### config.mk
export PLATFORM = sky130hd
export DESIGN_NAME = s_mux_arb
export DESIGN_NICKNAME = d
export VERILOG_FILES = /design/src/rtl/s_arb_pkg.sv /design/src/rtl/sMUX.sv /design/src/rtl/sMUX16.sv /design/src/rtl/s_mux_arb.sv
export SDC_FILE = /design/constraint.sdc
export NUM_CORES = 1
export LEC_CHECK = 0
export ABC_CLOCK_PERIOD_IN_PS = 2350
export CAP_MARGIN = 20
export CORE_MARGIN = 5
export CORE_UTILIZATION = 28
export CTS_CLUSTER_DIAMETER = 100
export DETAILED_ROUTE_END_ITERATION = 12
export PLACE_DENSITY = 0.78
export REMOVE_ABC_BUFFERS = 1
export SYNTH_ARGS = -nofsm -noshare
export SYNTH_HDL_FRONTEND = slang
export SYNTH_HIERARCHICAL = 1
export SYNTH_SLANG_ARGS = --single-unit
### constraint.sdc
create_clock -name clk -period 2.35 [get_ports clk]
set_clock_uncertainty 0.2 [all_clocks]
set_input_delay 0.47 -clock clk [delete_from_list [all_inputs] [get_ports clk]]
set_output_delay 0.47 -clock clk [all_outputs]
set_load 0.03 [all_outputs]
### src/rtl/s_arb_pkg.sv
// Shared types for the two-requester bus arbiter:
// FSM state encodings and the burst counter width helper.
package s_arb_pkg;

  typedef enum logic [1:0] {
    IDLE  = 2'b00,
    OWN_A = 2'b01,
    OWN_B = 2'b10
  } state_t;

  function automatic int cnt_w(input int max_burst);
    return (max_burst < 1) ? 1 : $clog2(max_burst + 1);
  endfunction

endpackage

### src/rtl/sMUX.sv
// Single-bit 2:1 mux gate.
// sel=1 passes a, sel=0 passes b.
module sMUX (
  input  logic a,
  input  logic b,
  input  logic sel,
  output logic y
);

  assign y = sel ? a : b;

endmodule

### src/rtl/sMUX16.sv
// Word-wide 2:1 mux built from one sMUX gate per bit,
// all bits sharing a single select line.
module sMUX16 #(
  parameter int WIDTH = 16
) (
  input  logic [WIDTH-1:0] a,
  input  logic [WIDTH-1:0] b,
  input  logic             sel,
  output logic [WIDTH-1:0] y
);

  for (genvar i = 0; i < WIDTH; i++) begin : g_bit
    sMUX u_mux (
      .a  (a[i]),
      .b  (b[i]),
      .sel(sel),
      .y  (y[i])
    );
  end

endmodule

### src/rtl/s_mux_arb.sv
// Round-robin burst arbiter for two producers sharing one bus;
// owns the select line of the sMUX16 word mux.
module s_mux_arb
  import s_arb_pkg::*;
#(
  parameter int WIDTH     = 16,
  parameter int MAX_BURST = 4
) (
  input  logic             clk,
  input  logic             rst_n,
  input  logic             req_a,
  input  logic             req_b,
  input  logic [WIDTH-1:0] data_a,
  input  logic [WIDTH-1:0] data_b,
  output logic             grant_a,
  output logic             grant_b,
  output logic             sel,
  output logic [WIDTH-1:0] out_data,
  output logic             out_valid
);

  localparam int CW = cnt_w(MAX_BURST);
  localparam logic [CW-1:0] LAST = CW'(MAX_BURST - 1);

  state_t          state;
  state_t          nxt;
  logic [CW-1:0]   cnt;
  logic [CW-1:0]   cnt_nxt;
  logic            last_a;
  logic            last_a_nxt;

  always_comb begin
    nxt     = state;
    cnt_nxt = cnt + CW'(1);
    unique case (1'b1)
      (state == IDLE): begin
        cnt_nxt = '0;
        if (req_a && (!req_b || !last_a))
          nxt = OWN_A;
        else if (req_b)
          nxt = OWN_B;
      end
      (state == OWN_A): begin
        if (!req_a) begin
          nxt     = req_b ? OWN_B : IDLE;
          cnt_nxt = '0;
        end else if (cnt == LAST) begin
          // burst exhausted: hand over, or renew tenure
          cnt_nxt = '0;
          if (req_b)
            nxt = OWN_B;
        end
      end
      (state == OWN_B): begin
        if (!req_b) begin
          nxt     = req_a ? OWN_A : IDLE;
          cnt_nxt = '0;
        end else if (cnt == LAST) begin
          cnt_nxt = '0;
          if (req_a)
            nxt = OWN_A;
        end
      end
      default: begin
        nxt     = IDLE;
        cnt_nxt = '0;
      end
    endcase

    last_a_nxt = last_a;
    if (nxt == OWN_A && state != OWN_A)
      last_a_nxt = 1'b1;
    else if (nxt == OWN_B && state != OWN_B)
      last_a_nxt = 1'b0;
  end

  always_ff @(posedge clk) begin
    if (!rst_n) begin
      state  <= IDLE;
      cnt    <= '0;
      last_a <= 1'b0;
    end else begin
      state  <= nxt;
      cnt    <= cnt_nxt;
      last_a <= last_a_nxt;
    end
  end

  assign grant_a   = (state == OWN_A);
  assign grant_b   = (state == OWN_B);
  assign sel       = grant_a;
  assign out_valid = (grant_a & req_a) | (grant_b & req_b);

  sMUX16 #(.WIDTH(WIDTH)) u_mux (
    .a  (data_a),
    .b  (data_b),
    .sel(sel),
    .y  (out_data)
  );

endmodule

==> flow_metrics.tcl <==
set metrics [dict create \
    status "complete, no violations" \
    post_drt_wl_per_cell_um 13.4 \
    post_cts_buffers 0 \
    routabilityCongestion 0.920 \
    io-pin-count 56 \
    slew_viol_final 0 \
    clk_path_buf_depth 2 \
    clk_pin_slew_worst_paths_ns 0.04 \
    n_antenna_cell 0 \
    path_class "reg2out" \
    grt_overflow 0 \
    grt_pass1_wl_um 3020 \
    syn_inst 59 \
    syn_area_sq_um 651 \
    grt_use_total_pct 11.5 \
    power.density_nw_per_um2 629 \
    area_delta_synth_final_pct 88.7 \
    vias 706 \
    ant_nets 0 \
    synth.largest_area_cell "mux2_4" \
    end_kind "output pin" \
    period_needed_ns 2.22 \
    routed_via_density 4.84 \
    synth_cell_types 26 \
    cts_max_level 1 \
    period_share_pct 94.3 \
    dpl.hpwl_um 1610 \
    ys_ff_latch 6 \
    cts_hold_buf 0 \
    layout-drive-gt1-share_pct 40.7 \
    nets 161 \
    fp-row-count 17 \
    startpoint_type "flop" \
    required_ns 1.68 \
    wl_um 1960 \
    synth_top_area_share_pct 36.9 \
    port_buffers 55 \
    coreArea_sq_um 2210 \
    clock_sinks 6 \
    setup-violations-final 0 \
    die-area_sq_um 3390 \
    grt_max_degree 14 \
    seq_area_frac_synth_pct 18.5 \
    tns_ns 0 \
    syn_area_per_cell_sq_um 11.0 \
    tightest_slew_ns 0.376 \
    worst-r2r-cell-count 6 \
    floorplan.initialDensity_pct 29.4 \
    cap_violations 0 \
    cts_buffers 3 \
    hp-class "reg2reg" \
    ir_worst_vdd_mv 0.381 \
    fin_util_pct 55.5 \
    remaining_drc_errors 0 \
    cts_tree "yes" \
    die_w_um 58.2 \
    hold-path-cell-count 1 \
    cts_root_buf "clkbuf_4" \
    slew_headroom_pct 74.9 \
    synth_area_leaders "mux2_4 37%, dfxtp_1 18%, ha_1 9.6%" \
    fmax_ghz 0.451 \
    first_pass_iters 4 \
    dieHeight_um 58.2 \
    grt_setup_unrepaired "no" \
    crit_fanout 10 \
    hold_violations 0 \
    grt_pass1_vias 692 \
    antenna_found_initial 0 \
    cts_resized 0 \
    clk-insertion-delay-late_ns 0.25 \
    power_leakage_uw 0.000557 \
    ys_warn_count 6 \
    critPathArrivalTime_ns 1.55 \
    drtIter0Drc 15 \
]
## where the power goes
group	switching, uW	total [uW]	leakage, uW	internal (uW)
Combinational	263	540	0.000493	277
Sequential	14.5	133	0.0000497	119
Clock	40.7	98.7	0.0000138	58.0
## layout make-up
| class | instances | area, sq um |
|---|---|---|
| clock buffer | 3 | 22.5 |
| fill | 199 | 985 |
| inverter | 5 | 18.8 |
| multi-input combinational | 47 | 504 |
| sequential | 6 | 123 |
| tap | 28 | 35.0 |
| timing repair buffer | 57 | 524 |
## state kept, by name, summed over array words and instances, names as in the netlist
register and count:
cnt 3, state 2, last_a 1
## final timing paths
kind / from / to / slack (ns)
worst max-delay path: state[1] / out_data[13] / 0.13
worst min-delay path: cnt[0] / cnt[0] / 0.25
worst max register to register: state[1] / last_a / 0.52
worst min register to register: cnt[0] / cnt[0] / 0.25
## placed cells by master, fill, tap and decap left out
cell             instances
nand3_1                  1
nand2b_1                 2
inv_1                    4
buf_6                    1
buf_4                   20
nor3b_1                  2
o31a_1                   1
a2bb2oi_2                1
a22o_1                   1
clkbuf_4                 3
a22o_2                   1
nand2_1                  2
ha_1                     5
clkdlybuf4s50_1         35
dfxtp_1                  4
mux2_4                  16
nor2_1                   3
and3b_1                  1
dfxtp_2                  2
dlymetal6s2s_1           1
nand2b_4                 1
a21oi_1                  1
inv_2                    1
a21bo_2                  1
a31oi_1                  2
mux2_1                   1
o21bai_1                 1
o21ai_1                  1
o2111ai_1                1
a311o_1                  1
a221oi_2                 1
## Yosys cell counts
cell type	instances
mux2_1	1
o31a_1	1
inv_1	4
nor3b_1	2
nor2_1	3
nand3_1	1
nand2_1	2
o21ai_1	1
ha_1	5
o21bai_1	1
nand2b_4	1
dfxtp_1	6
nand2b_1	2
a31oi_1	2
a221oi_2	1
o2111ai_1	1
a22o_1	1
a311o_1	1
mux2_4	16
inv_2	1
buf_4	1
a21bo_2	1
a21oi_1	1
a2bb2oi_2	1
and3b_1	1
a22o_2	1
## worst max-delay path, cell delays in order, from the launching register on
cell     delay, ns
dfxtp_2       0.36
inv_1         0.07
ha_1          0.20
buf_4         0.19
mux2_4        0.30
buf_4         0.17
## per-stage QoR
step / instance area, sq um / total power, uW / instances / setup slack [ns] / hold slack [ns]
2_1_floorplan: 643 / 487 / 58 / -0.359 / 0.205
3_3_place_gp: 1200 / 665 / 143 / 0.210 / 0.217
3_5_place_dp: 1200 / 671 / 143 / 0.181 / 0.229
4_1_cts: 1220 / 770 / 146 / 0.0169 / 0.234
5_1_grt: 1230 / 813 / 146 / 0.0658 / 0.260
6_report: 1230 / 772 / 146 / 0.135 / 0.246
## kinds of logic (layout without fill, tap and decap cells)
group / after synthesis / in the layout / synth area share (%)
AOI/OAI and AO/OA: 13 / 13 / 17.9
buffers and inverters: 6 / 65 / 4.04
DFF: 6 / 6 / 18.5
muxes: 17 / 17 / 38.7
adders and majority gates: 5 / 5 / 9.62
and+or+nand+nor: 12 / 12 / 11.3
## metal layers
metal	wire length, um	GRT usage (%)	vias up
met2	925	19.0	47
met4	28	5.30	0
met3	257	4.23	4
met1	744	13.1	316
met5	0	0	-
li1	-	-	339
Power figures use the tool's default switching activity.
